### src/rtl/apb_cmd_master_pkg.sv
// Shared types for the APB command master: FSM states, response flags and watchdog sizing.
// No logic; imported by the top and the watchdog.
package apb_cmd_master_pkg;

    typedef enum logic [1:0] {
        ST_IDLE   = 2'd0,
        ST_SETUP  = 2'd1,
        ST_ACCESS = 2'd2,
        ST_RESP   = 2'd3
    } state_e;

    // Status half of the response; the top wraps it with rdata of its own DATA_W.
    typedef struct packed {
        logic err;
        logic timeout;
    } rsp_flags_t;

    // A disabled watchdog still gets a 1-bit counter so declarations stay legal.
    function automatic int wdog_cnt_w(input int timeout_cycles);
        return (timeout_cycles > 0) ? $clog2(timeout_cycles + 1) : 1;
    endfunction

    localparam int DEF_TIMEOUT_CYCLES = 255;
    localparam int DEF_WDOG_CNT_W     = wdog_cnt_w(DEF_TIMEOUT_CYCLES);

endpackage

### src/rtl/apb_cmd_master_wdog.sv
// ACCESS wait-state counter: cleared on command accept, counts PREADY-low cycles.
// o_expire is high in the TIMEOUT_CYCLES-th consecutive wait cycle; tied low when TIMEOUT_CYCLES=0.
module apb_cmd_master_wdog
    import apb_cmd_master_pkg::*;
#(
    parameter int TIMEOUT_CYCLES = DEF_TIMEOUT_CYCLES
) (
    input  logic HCLK,
    input  logic HRESETn,
    input  logic i_clr,
    input  logic i_inc,
    output logic o_expire
);

    localparam int CNT_W = wdog_cnt_w(TIMEOUT_CYCLES);

    generate
        if (TIMEOUT_CYCLES > 0) begin : g_wdog
            localparam logic [CNT_W-1:0] LAST = CNT_W'(TIMEOUT_CYCLES - 1);
            logic [CNT_W-1:0] r_cnt;

            always_ff @(posedge HCLK or negedge HRESETn) begin
                if (!HRESETn) begin
                    r_cnt <= '0;
                end else if (i_clr) begin
                    r_cnt <= '0;
                end else if (i_inc) begin
                    r_cnt <= r_cnt + 1'b1;
                end
            end

            // Expiry only fires on a wait cycle, so a PREADY in the limit cycle wins.
            assign o_expire = i_inc && (r_cnt == LAST);
        end else begin : g_off
            logic w_unused;
            assign w_unused = &{1'b0, HCLK, HRESETn, i_clr, i_inc};
            assign o_expire = 1'b0;
        end
    endgenerate

endmodule

### src/rtl/apb_cmd_master.sv
// APB3 requester: one valid/ready command becomes one APB transfer and one held response.
// Response valid 2 cycles after the command handshake with no wait states; one transfer outstanding, cmd_ready_o low until the response is consumed.
module apb_cmd_master
    import apb_cmd_master_pkg::*;
#(
    parameter int ADDR_W         = 12,
    parameter int DATA_W         = 32,
    parameter int TIMEOUT_CYCLES = DEF_TIMEOUT_CYCLES
) (
    input  logic              HCLK,
    input  logic              HRESETn,
    input  logic              cmd_valid_i,
    output logic              cmd_ready_o,
    input  logic [ADDR_W-1:0] cmd_addr_i,
    input  logic [DATA_W-1:0] cmd_wdata_i,
    input  logic              cmd_write_i,
    output logic              rsp_valid_o,
    input  logic              rsp_ready_i,
    output logic [DATA_W-1:0] rsp_rdata_o,
    output logic              rsp_err_o,
    output logic              rsp_timeout_o,
    output logic [ADDR_W-1:0] PADDR,
    output logic [DATA_W-1:0] PWDATA,
    output logic              PWRITE,
    output logic              PSEL,
    output logic              PENABLE,
    input  logic [DATA_W-1:0] PRDATA,
    input  logic              PREADY,
    input  logic              PSLVERR
);

    typedef struct packed {
        logic [DATA_W-1:0] rdata;
        rsp_flags_t        flags;
    } rsp_t;

    state_e            r_state;
    state_e            w_state_nxt;
    rsp_t              r_rsp;
    rsp_t              w_rsp_nxt;
    logic              r_cmd_rdy;
    logic              r_psel;
    logic              r_penable;
    logic              r_rsp_vld;
    logic [ADDR_W-1:0] r_paddr;
    logic [DATA_W-1:0] r_pwdata;
    logic              r_pwrite;
    logic              w_accept;
    logic              w_wait;
    logic              w_expire;

    // r_cmd_rdy mirrors IDLE one edge late so ready stays 0 while reset is held.
    assign w_accept = cmd_valid_i && r_cmd_rdy;
    assign w_wait   = (r_state == ST_ACCESS) && !PREADY;

    apb_cmd_master_wdog #(
        .TIMEOUT_CYCLES(TIMEOUT_CYCLES)
    ) u_wdog (
        .HCLK    (HCLK),
        .HRESETn (HRESETn),
        .i_clr   (w_accept),
        .i_inc   (w_wait),
        .o_expire(w_expire)
    );

    always_comb begin
        w_state_nxt = r_state;
        w_rsp_nxt   = r_rsp;
        case (r_state)
            ST_IDLE: begin
                if (w_accept) begin
                    w_state_nxt = ST_SETUP;
                end
            end
            ST_SETUP: begin
                w_state_nxt = ST_ACCESS;
            end
            ST_ACCESS: begin
                if (PREADY) begin
                    w_state_nxt           = ST_RESP;
                    w_rsp_nxt.rdata       = r_pwrite ? '0 : PRDATA;
                    w_rsp_nxt.flags.err   = PSLVERR;
                    w_rsp_nxt.flags.timeout = 1'b0;
                end else if (w_expire) begin
                    w_state_nxt           = ST_RESP;
                    w_rsp_nxt.rdata       = '0;
                    w_rsp_nxt.flags.err   = 1'b1;
                    w_rsp_nxt.flags.timeout = 1'b1;
                end
            end
            ST_RESP: begin
                if (rsp_ready_i) begin
                    w_state_nxt = ST_IDLE;
                end
            end
            default: begin
                w_state_nxt = ST_IDLE;
            end
        endcase
    end

    always_ff @(posedge HCLK or negedge HRESETn) begin
        if (!HRESETn) begin
            r_state   <= ST_IDLE;
            r_cmd_rdy <= 1'b0;
            r_psel    <= 1'b0;
            r_penable <= 1'b0;
            r_rsp_vld <= 1'b0;
            r_rsp     <= '0;
            r_paddr   <= '0;
            r_pwdata  <= '0;
            r_pwrite  <= 1'b0;
        end else begin
            r_state   <= w_state_nxt;
            r_cmd_rdy <= (w_state_nxt == ST_IDLE);
            r_psel    <= (w_state_nxt == ST_SETUP) || (w_state_nxt == ST_ACCESS);
            r_penable <= (w_state_nxt == ST_ACCESS);
            r_rsp_vld <= (w_state_nxt == ST_RESP);
            r_rsp     <= w_rsp_nxt;
            if (w_accept) begin
                r_paddr  <= cmd_addr_i;
                r_pwdata <= cmd_wdata_i;
                r_pwrite <= cmd_write_i;
            end
        end
    end

    assign cmd_ready_o   = r_cmd_rdy;
    assign rsp_valid_o   = r_rsp_vld;
    assign rsp_rdata_o   = r_rsp.rdata;
    assign rsp_err_o     = r_rsp.flags.err;
    assign rsp_timeout_o = r_rsp.flags.timeout;
    assign PADDR         = r_paddr;
    assign PWDATA        = r_pwdata;
    assign PWRITE        = r_pwrite;
    assign PSEL          = r_psel;
    assign PENABLE       = r_penable;

endmodule

### config.mk
export PLATFORM = sky130hd
export DESIGN_NAME = apb_cmd_master
export DESIGN_NICKNAME = d
export VERILOG_FILES = /design/src/rtl/apb_cmd_master_pkg.sv /design/src/rtl/apb_cmd_master_wdog.sv /design/src/rtl/apb_cmd_master.sv
export SDC_FILE = /design/constraint.sdc
export NUM_CORES = 1
export LEC_CHECK = 0
export ABC_AREA = 1
export CELL_PAD_IN_SITES_DETAIL_PLACEMENT = 0
export CELL_PAD_IN_SITES_GLOBAL_PLACEMENT = 1
export CORE_ASPECT_RATIO = 1.75
export CORE_MARGIN = 5
export CORE_UTILIZATION = 34
export DETAILED_ROUTE_END_ITERATION = 10
export HOLD_SLACK_MARGIN = 0.02
export PLACE_DENSITY = 0.88
export SYNTH_ARGS = -nofsm -noshare
export SYNTH_HDL_FRONTEND = slang
export SYNTH_SLANG_ARGS = --single-unit
### constraint.sdc
create_clock -name HCLK -period 3.5 [get_ports HCLK]
set_clock_uncertainty 0.1 [all_clocks]
set_input_delay 1.05 -clock HCLK [delete_from_list [all_inputs] [get_ports HCLK]]
set_output_delay 1.05 -clock HCLK [all_outputs]
set_load 0.05 [all_outputs]
# [Word level (Yosys, flattened, before mapping)]
# Index checks and enable logic that the tools add are counted.
[classes] n_addsub=1 n_bitwise=0 magnitude_cmp=0 eq_ne=7 shifts=0 mul=0 n_div=0 n_reduce_logical=10 muxes=10
[op_table] op="2-to-1 mux 34 bit" n=2
[op_table] op="2-to-1 mux 32 bit" n=1
[op_table] op="2-to-1 mux 8 bit" n=2
[op_table] op="adder 8 x 1 -> 8 bit, second input constant" n=1
[op_table] op="== test 2 bit, second input constant" n=4
[op_table] op="== test 8 bit, second input constant" n=1
[op_table] op="2-to-1 mux 2 bit" n=4
[op_table] op="case mux 2 bit (4 select lines)" n=1
[op_table] op="== test 2 x 1 -> 1 bit, second input constant" n=2
[op_table] op="logical NOT 2 bit" n=2
[op_table] op="nonzero test 2 bit" n=2
[op_table] op="logical AND 1 bit" n=3
[op_table] op="AND reduction 2 bit" n=1
[op_table] op="logical NOT 1 bit" n=1
[op_table] op="logical OR 1 bit" n=1
[word_totals] romBits=0 input_bits=83 wordCells=40 mem_count=0 latch_bits=0 ff_bits=93 ram_bits=0 out_inout_bits=83

# [Logic depth before layout (Yosys ltp)]
# Gate-level depths: netlist (run 1).
[depth] word_depth=8 mapped_depth=9 depth_no_buf=9

# [By module]
# Synthesis (run 1) repeated with hierarchy kept, for this count alone.
[unflattened] cells_unflattened=498 hier_area_um2=4043.9
[by_module_without_submodules] mod="apb_cmd_master" area_each_um2=3569.7 seq_area_each_um2=2127.0 n_inst=1 cells_each=434
[by_module_without_submodules] mod="apb_cmd_master_wdog" area_each_um2=474.2 seq_area_each_um2=200.2 n_inst=1 cells_each=64

# [Worst setup path after synthesis (run 1)]
# OpenSTA, ideal clock, no wires.
[synth_timing] kind="input to register" start="in cmd_valid_i" end="reg r_paddr[0] (netlist: PADDR[0])" path_slack_ps=1438 path_stages=3 arrival_ps=1837 setup_ps=125 required_time_ps=3275 n_path_buf=1 cell_sequence="nand2_1 buf_2 mux2_2"
[synth_via] elab_chain_len=1
[synth_lines] item="start, declared" line_no="apb_cmd_master.sv:12" text="input logic cmd_valid_i,"
[synth_lines] item="logical AND 1 bit" line_no="apb_cmd_master.sv:53" text="assign w_accept = cmd_valid_i && r_cmd_rdy;"
[synth_lines] item="end signal, assigned" line_no="apb_cmd_master.sv:121" text="r_paddr <= cmd_addr_i;"
[synth_lines] item="end, declared" line_no="apb_cmd_master.sv:45" text="logic [ADDR_W-1:0] r_paddr;"
# No other way between the ends.
# A chain may end at the register's enable or synchronous reset.

# [Final worst setup path (run 1)]
[layout_timing] start="reg r_cmd_rdy (netlist: cmd_ready_o)" end="out cmd_ready_o"
[layout_lines] item="start, declared" line_no="apb_cmd_master.sv:41" text="logic r_cmd_rdy;"
[layout_lines] item="start signal, assigned" line_no="apb_cmd_master.sv:115" text="r_cmd_rdy <= (w_state_nxt == ST_IDLE);"
[layout_lines] item="end, declared" line_no="apb_cmd_master.sv:13" text="output logic cmd_ready_o,"
# No word-level cell between the ends.

==> results.json, run 1 <==
{
  "synth_warnings": 0,
  "slew_viol_final": 0,
  "design.final.nets": 648,
  "synth_area_per_cell_um2": 10.02,
  "clock.fmax_ghz": 0.3681,
  "min_delay_path_depth": 1,
  "post_synth_fa_ha_maj_area_fraction_pct": 1.564,
  "grt-ovfl-total": 0,
  "mappedNetlistArea_um2": 3999,
  "post-synth-top-area-cell": "sky130_fd_sc_hd__dfrtp_1",
  "cts_root_buf": "sky130_fd_sc_hd__clkbuf_16",
  "synth_fp_nets": 487,
  "drt_iter0_drc": 163,
  "ioPinCount": 166,
  "route.detailed.wl_per_inst_um": 16.17,
  "wire_length_of_the_first_global_routing_pass_mm": 18.03,
  "area_growth_pct": 51.28,
  "critical_path_cell_count": 1,
  "fin_setup_tns_ns": 0,
  "holdCritPathClass": "reg -> reg",
  "number_of_global_route_vias_before_repair": 3432,
  "initial_core_util_pct": 34.53,
  "critical_path.startpoint": "cmd_ready_o",
  "cts.sinks": 93,
  "worst_r2r_path_depth": 9,
  "max_slew_margin_pct": 57.53,
  "synthMuxAreaShare_pct": 12.67,
  "post_cts.resized_instances": 0,
  "yosys_register_bits": 93,
  "cts_setup_buffers": 0,
  "floorplan.die_area_um2": 14120,
  "postLayoutSetupSlackWorst_ns": 0.7833,
  "grt_setup_unrepaired": "false",
  "cp_peak_stage_delay_ns": 0.84,
  "layout_worst_path_cycle_share_pct": 77.62,
  "power.leakage_nw": 2.909,
  "synth-main-ff-cell": "sky130_fd_sc_hd__dfrtp_1",
  "antenna_left": 0,
  "synth_common_cells": "sky130_fd_sc_hd__dfrtp_1 (93), sky130_fd_sc_hd__nand2_1 (85), sky130_fd_sc_hd__inv_1 (47)",
  "die_w_um": 91.98,
  "finalSetupViolCount": 0,
  "num_antenna_cells": 0,
  "min_period_ns": 2.717,
  "worst_ep_required_time_ns": 2.35,
  "synth_top_family_by_area": "simple AND/OR/NAND/NOR gates",
  "yosys.area.top_type_share_pct": 58.20,
  "parity_gate_share_of_the_synthesized_area_counting_xor_and_xnor_cells_pct": 0,
  "ys_top_cells_by_area": "sky130_fd_sc_hd__dfrtp_1 (58%), sky130_fd_sc_hd__mux2_2 (13%), sky130_fd_sc_hd__nand2_1 (8.0%)",
  "hold_buffers": 0,
  "ys_types": 21,
  "buffer_ports.inserted": 165,
  "report.final.hold_viol_count": 0,
  "core-area_um2": 11580,
  "critPathTopFamily": "buffers and inverters",
  "maxCapViolations": 0,
  "detail_route.wirelength_mm": 11.32,
  "p_per_area_nw_per_um2": 1062,
  "grt_max_degree": 50,
  "status": "completed",
  "worst_setup_hold_path_clk_slew_ns": 0.07,
  "drcViolationCount": 0,
  "clock_latency_ns": 0.34,
  "vias_per_cell": 4.694,
  "synth_simple_gate_area_share_pct": 19.43,
  "half_perimeter_wire_length_after_detailed_placement_mm": 8.385,
  "worst-setup-path-type": "reg -> out",
  "postSynth.asyncResetShare_pct": 100.0,
  "vdd.ir_drop.worst_v": 0.0006112,
  "crit_path_max_fanout": 3,
  "cts-buffers-inserted": 9,
  "crit_path_end_kind": "output port",
  "grt_util_all_layers_pct": 16.41,
  "setup.reg_to_reg.worst_slack_ns": 0.93,
  "number_of_antenna_violations_at_the_first_check_in_global_routing": 0,
  "rr_endpoint": "PSEL",
  "cts-htree-levels": 3,
  "firstDrtPassIters": 5,
  "synth_most_common_cell": "sky130_fd_sc_hd__dfrtp_1",
  "largest_buffer_count_on_any_clock_path": 2,
  "worst_r2r_startpoint": "u_wdog.g_wdog.r_cnt[0]",
  "rows": 52,
  "worstSetupStartpointType": "flop",
  "dpl_worst_slack_ns": 0.7655,
  "crit_arrival_ns": 1.57,
  "number_of_synthesized_flops_with_an_enable_pin": 0,
  "worstMarginPinSlew_ns": 0.6371,
  "critical_path.cell_chain": "clkdlybuf4s50_1",
  "cp_num_buf_inv": 1,
  "critPathCapture": "cmd_ready_o",
  "portion_of_the_post_synthesis_area_used_by_sequential_elements_pct": 58.20,
  "crit_slowest_cell": "sky130_fd_sc_hd__clkdlybuf4s50_1",
  "synth_compound_area_share_pct": 1.064,
  "tritoncts": "yes",
  "die_h_um": 153.5,
  "routed-via-count": 3286,
  "gp_routability_congestion": 0.7681,
  "fraction_of_layout_cells_with_a_size_suffix_above_1_pct": 12.74,
  "netlist_instances": 399
}
==> layout make-up <==
cell class | instances | area [um2]
fillers | 1063 | 5532
flip-flops and latches | 93 | 2327
repair buffers | 168 | 1697
multi-input cells | 240 | 1391
clock buffers | 11 | 242.7
inverters | 48 | 180.2
well taps | 135 | 168.9
clock inverters | 5 | 42.54
==> routing by layer <==
layer	up-vias	wire length [um]	GRT usage, %
met1	1577	4081	17.85
met5	-	0	0
met3	30	652	3.935
met2	107	6102	28.87
met4	0	486	9.001
li1	1572	-	-
==> worst register-to-register path, delay by kind of cell, from the launching register on <==
| family | cells | cell delay (ns) |
|---|---|---|
| buffers and inverters | 2 | 0.16 |
| adders and majority gates | 2 | 0.37 |
| and+or+nand+nor | 5 | 1.40 |
| DFF | 1 | 0.42 |
==> stage by stage <==
stage | area, um2 | total power [mW] | hold WS [ns] | utilization [%] | cells
floorplan | 3999 | 4.200 | 0.3951 | - | 399
global placement | 5764 | 5.470 | 0.3876 | 49.77 | 684
detailed placement | 5764 | 5.537 | 0.3933 | 49.77 | 684
CTS | 6050 | 6.501 | 0.4084 | 52.24 | 700
global route | 6050 | 6.730 | 0.4223 | 52.24 | 700
finish | 6050 | 6.424 | 0.4060 | 52.24 | 700
==> sequential cells by signal, indices dropped and copies added, names as in the netlist, 2 cells and up <==
signal and flops:
PADDR 12, r_state 2, u_wdog.g_wdog.r_cnt 8, rsp_rdata_o 32
PWDATA 32
==> worst min-delay path by stage <==
| stage | start | end | slack (ns) |
|---|---|---|---|
| 6_report | PWDATA[1] | PWDATA[1] | 0.41 |
| 5_1_grt | PWDATA[2] | PWDATA[2] | 0.42 |
| 3_5_place_dp | PWDATA[25] | PWDATA[25] | 0.39 |
| 3_3_place_gp | PWDATA[2] | PWDATA[2] | 0.39 |
| 2_1_floorplan | u_wdog.g_wdog.r_cnt[2] | u_wdog.g_wdog.r_cnt[2] | 0.40 |
| 4_1_cts | PWDATA[25] | PWDATA[25] | 0.41 |
==> report_power, final <==
group / internal [mW] / total, mW / switching, mW
clock network: 0.511 / 0.931 / 0.419
logic: 1.24 / 3.62 / 2.38
registers: 1.57 / 1.88 / 0.305
total: 3.32 / 6.42 / 3.10
==> cell usage in the layout, fill, tap and decap left out, types with 2 or more instances in the layout <==
master                            count
sky130_fd_sc_hd__a21oi_1              3
sky130_fd_sc_hd__buf_12               2
sky130_fd_sc_hd__buf_4                2
sky130_fd_sc_hd__clkbuf_16            9
sky130_fd_sc_hd__clkdlybuf4s50_1    164
sky130_fd_sc_hd__dfrtp_1             93
sky130_fd_sc_hd__ha_1                 5
sky130_fd_sc_hd__inv_1               47
sky130_fd_sc_hd__inv_6                2
sky130_fd_sc_hd__mux2_2              45
sky130_fd_sc_hd__nand2_1             84
sky130_fd_sc_hd__nand2_2              2
sky130_fd_sc_hd__nand3_1             43
sky130_fd_sc_hd__nor2_1              46
sky130_fd_sc_hd__o21ai_0              4
sky130_fd_sc_hd__or2_2                2
==> cells by family after synthesis <==
group                    Yosys count
adder cells (fa/ha/maj)            5
AO/OA/AOI/OAI                      8
multiplexers                      45
AND/OR/NAND/NOR                  182
flip-flops                        93
buffers and inverters             66
No activity file was read; power rests on OpenSTA's default activity.
==> inputs of run 2 (changes only) <==
Settings changed: CORE_UTILIZATION 34 to 32, PLACE_DENSITY 0.88 to 0.84.
Clock period 3.5 ns to 2.65 ns, I/O delays scaled along.
==> results.json, run 2 (synthesized netlist as in run 1, its figures left out) <==
{
  "slew_viol_final": 0,
  "routed-via-count": 3262,
  "vdd.ir_drop.worst_v": 0.0006090,
  "worstMarginPinSlew_ns": 0.6291,
  "worst_ep_required_time_ns": 1.76,
  "rows": 54,
  "largest_buffer_count_on_any_clock_path": 2,
  "cts_setup_buffers": 0,
  "half_perimeter_wire_length_after_detailed_placement_mm": 8.127,
  "antenna_left": 0,
  "grt_util_all_layers_pct": 14.57,
  "die_w_um": 94.51,
  "detail_route.wirelength_mm": 10.94,
  "cts.sinks": 93,
  "hold-worst-slack_ns": 0.3997,
  "drt_iter0_drc": 133,
  "worst-setup-path-type": "reg -> out",
  "cts_root_buf": "sky130_fd_sc_hd__clkbuf_16",
  "hold_buffers": 0,
  "cts-buffers-inserted": 9,
  "route.detailed.wl_per_inst_um": 14.88,
  "status": "completed",
  "finalCoreUtilization_pct": 49.42,
  "grt_setup_unrepaired": "false",
  "clock_latency_ns": 0.33,
  "layout.cells.most_common": "sky130_fd_sc_hd__clkdlybuf4s50_1",
  "postLayoutSetupSlackWorst_ns": 0.2160,
  "worstSetupStartpointType": "flop",
  "wire_length_of_the_first_global_routing_pass_mm": 16.80,
  "worst_setup_hold_path_clk_slew_ns": 0.06,
  "finalSetupViolCount": 0,
  "crit_path_end_kind": "output port",
  "layout_worst_path_cycle_share_pct": 91.85,
  "dpl_worst_slack_ns": 0.2360,
  "cp_num_buf_inv": 1,
  "die_h_um": 157.9,
  "num_antenna_cells": 0,
  "grt-ovfl-total": 0,
  "ioPinCount": 166,
  "max_slew_margin_pct": 58.06,
  "maxCapViolations": 0,
  "initial_core_util_pct": 32.34,
  "fin_area_um2": 6111,
  "buffer_ports.inserted": 165,
  "floorplan.die_area_um2": 14920,
  "report.final.hold_viol_count": 0,
  "p_per_area_nw_per_um2": 1381,
  "power_total_mw": 8.436,
  "layout_common_cells": "sky130_fd_sc_hd__clkdlybuf4s50_1 (164), sky130_fd_sc_hd__dfrtp_1 (93), sky130_fd_sc_hd__nand2_1 (84)",
  "drcViolationCount": 0,
  "number_of_antenna_violations_at_the_first_check_in_global_routing": 0,
  "dp.cells": 720,
  "crit_slowest_cell": "sky130_fd_sc_hd__clkdlybuf4s50_1",
  "clock.fmax_ghz": 0.4108,
  "gp_routability_congestion": 0.7910,
  "crit_arrival_ns": 1.54,
  "layoutNonFillerInstCount": 735,
  "grt_max_degree": 94,
  "vias_per_cell": 4.438,
  "design.final.nets": 651,
  "place_area_um2": 5828,
  "power.leakage_nw": 2.918,
  "tritoncts": "yes",
  "area_growth_pct": 52.82,
  "cp_peak_stage_delay_ns": 0.82,
  "nFillCells": 1148,
  "holdCritPathClass": "in -> async",
  "cts-htree-levels": 3,
  "number_of_global_route_vias_before_repair": 3429,
  "post_cts.resized_instances": 0,
  "core-area_um2": 12360,
  "crit_path_max_fanout": 3,
  "min_period_ns": 2.434,
  "critical_path.cell_chain": "clkdlybuf4s50_1",
  "fraction_of_layout_cells_with_a_size_suffix_above_1_pct": 13.23,
  "critPathTopFamily": "buffers and inverters",
  "fin_setup_tns_ns": 0,
  "firstDrtPassIters": 5
}
run 2: area by class of cell:
type | instances | area (um2) | share of cell area (%)
clock inverter | 4 | 30.03 | 0.4914
clock buffer | 11 | 252.7 | 4.136
inverter | 48 | 180.2 | 2.948
tap | 168 | 210.2 | 3.440
timing repair buffer | 171 | 1719 | 28.13
multi-input combinational | 240 | 1391 | 22.77
sequential | 93 | 2327 | 38.08
run 2: report_power, final:
| group | internal, mW | total (mW) | switching (mW) | leakage, nW |
|---|---|---|---|---|
| clock | 0.687 | 1.20 | 0.518 | 0.138 |
| sequential | 2.08 | 2.46 | 0.382 | 1.17 |
| combinational | 1.64 | 4.77 | 3.13 | 1.61 |
run 2: worst paths after layout:
check,end,depth (start not counted),start,slack (ns)
max in group asynchronous,PADDR[11],2,HRESETn,1.66
min in group HCLK,PWDATA[29],1,PWDATA[29],0.40
setup reg to reg,PSEL,9,u_wdog.g_wdog.r_cnt[0],0.86
hold / removal,rsp_rdata_o[5],2,HRESETn,0.40
setup / recovery,cmd_ready_o,1,cmd_ready_o,0.22
hold reg to reg,PWDATA[29],1,PWDATA[29],0.40
run 2: metal layers:
layer | track usage, % | vias up | part of all wire (%)
li1 | - | 1580 | -
met1 | 14.76 | 1554 | 34
met2 | 26.90 | 93 | 56
met3 | 3.329 | 35 | 4.9
met4 | 8.259 | 0 | 5.0
met5 | 0 | - | 0
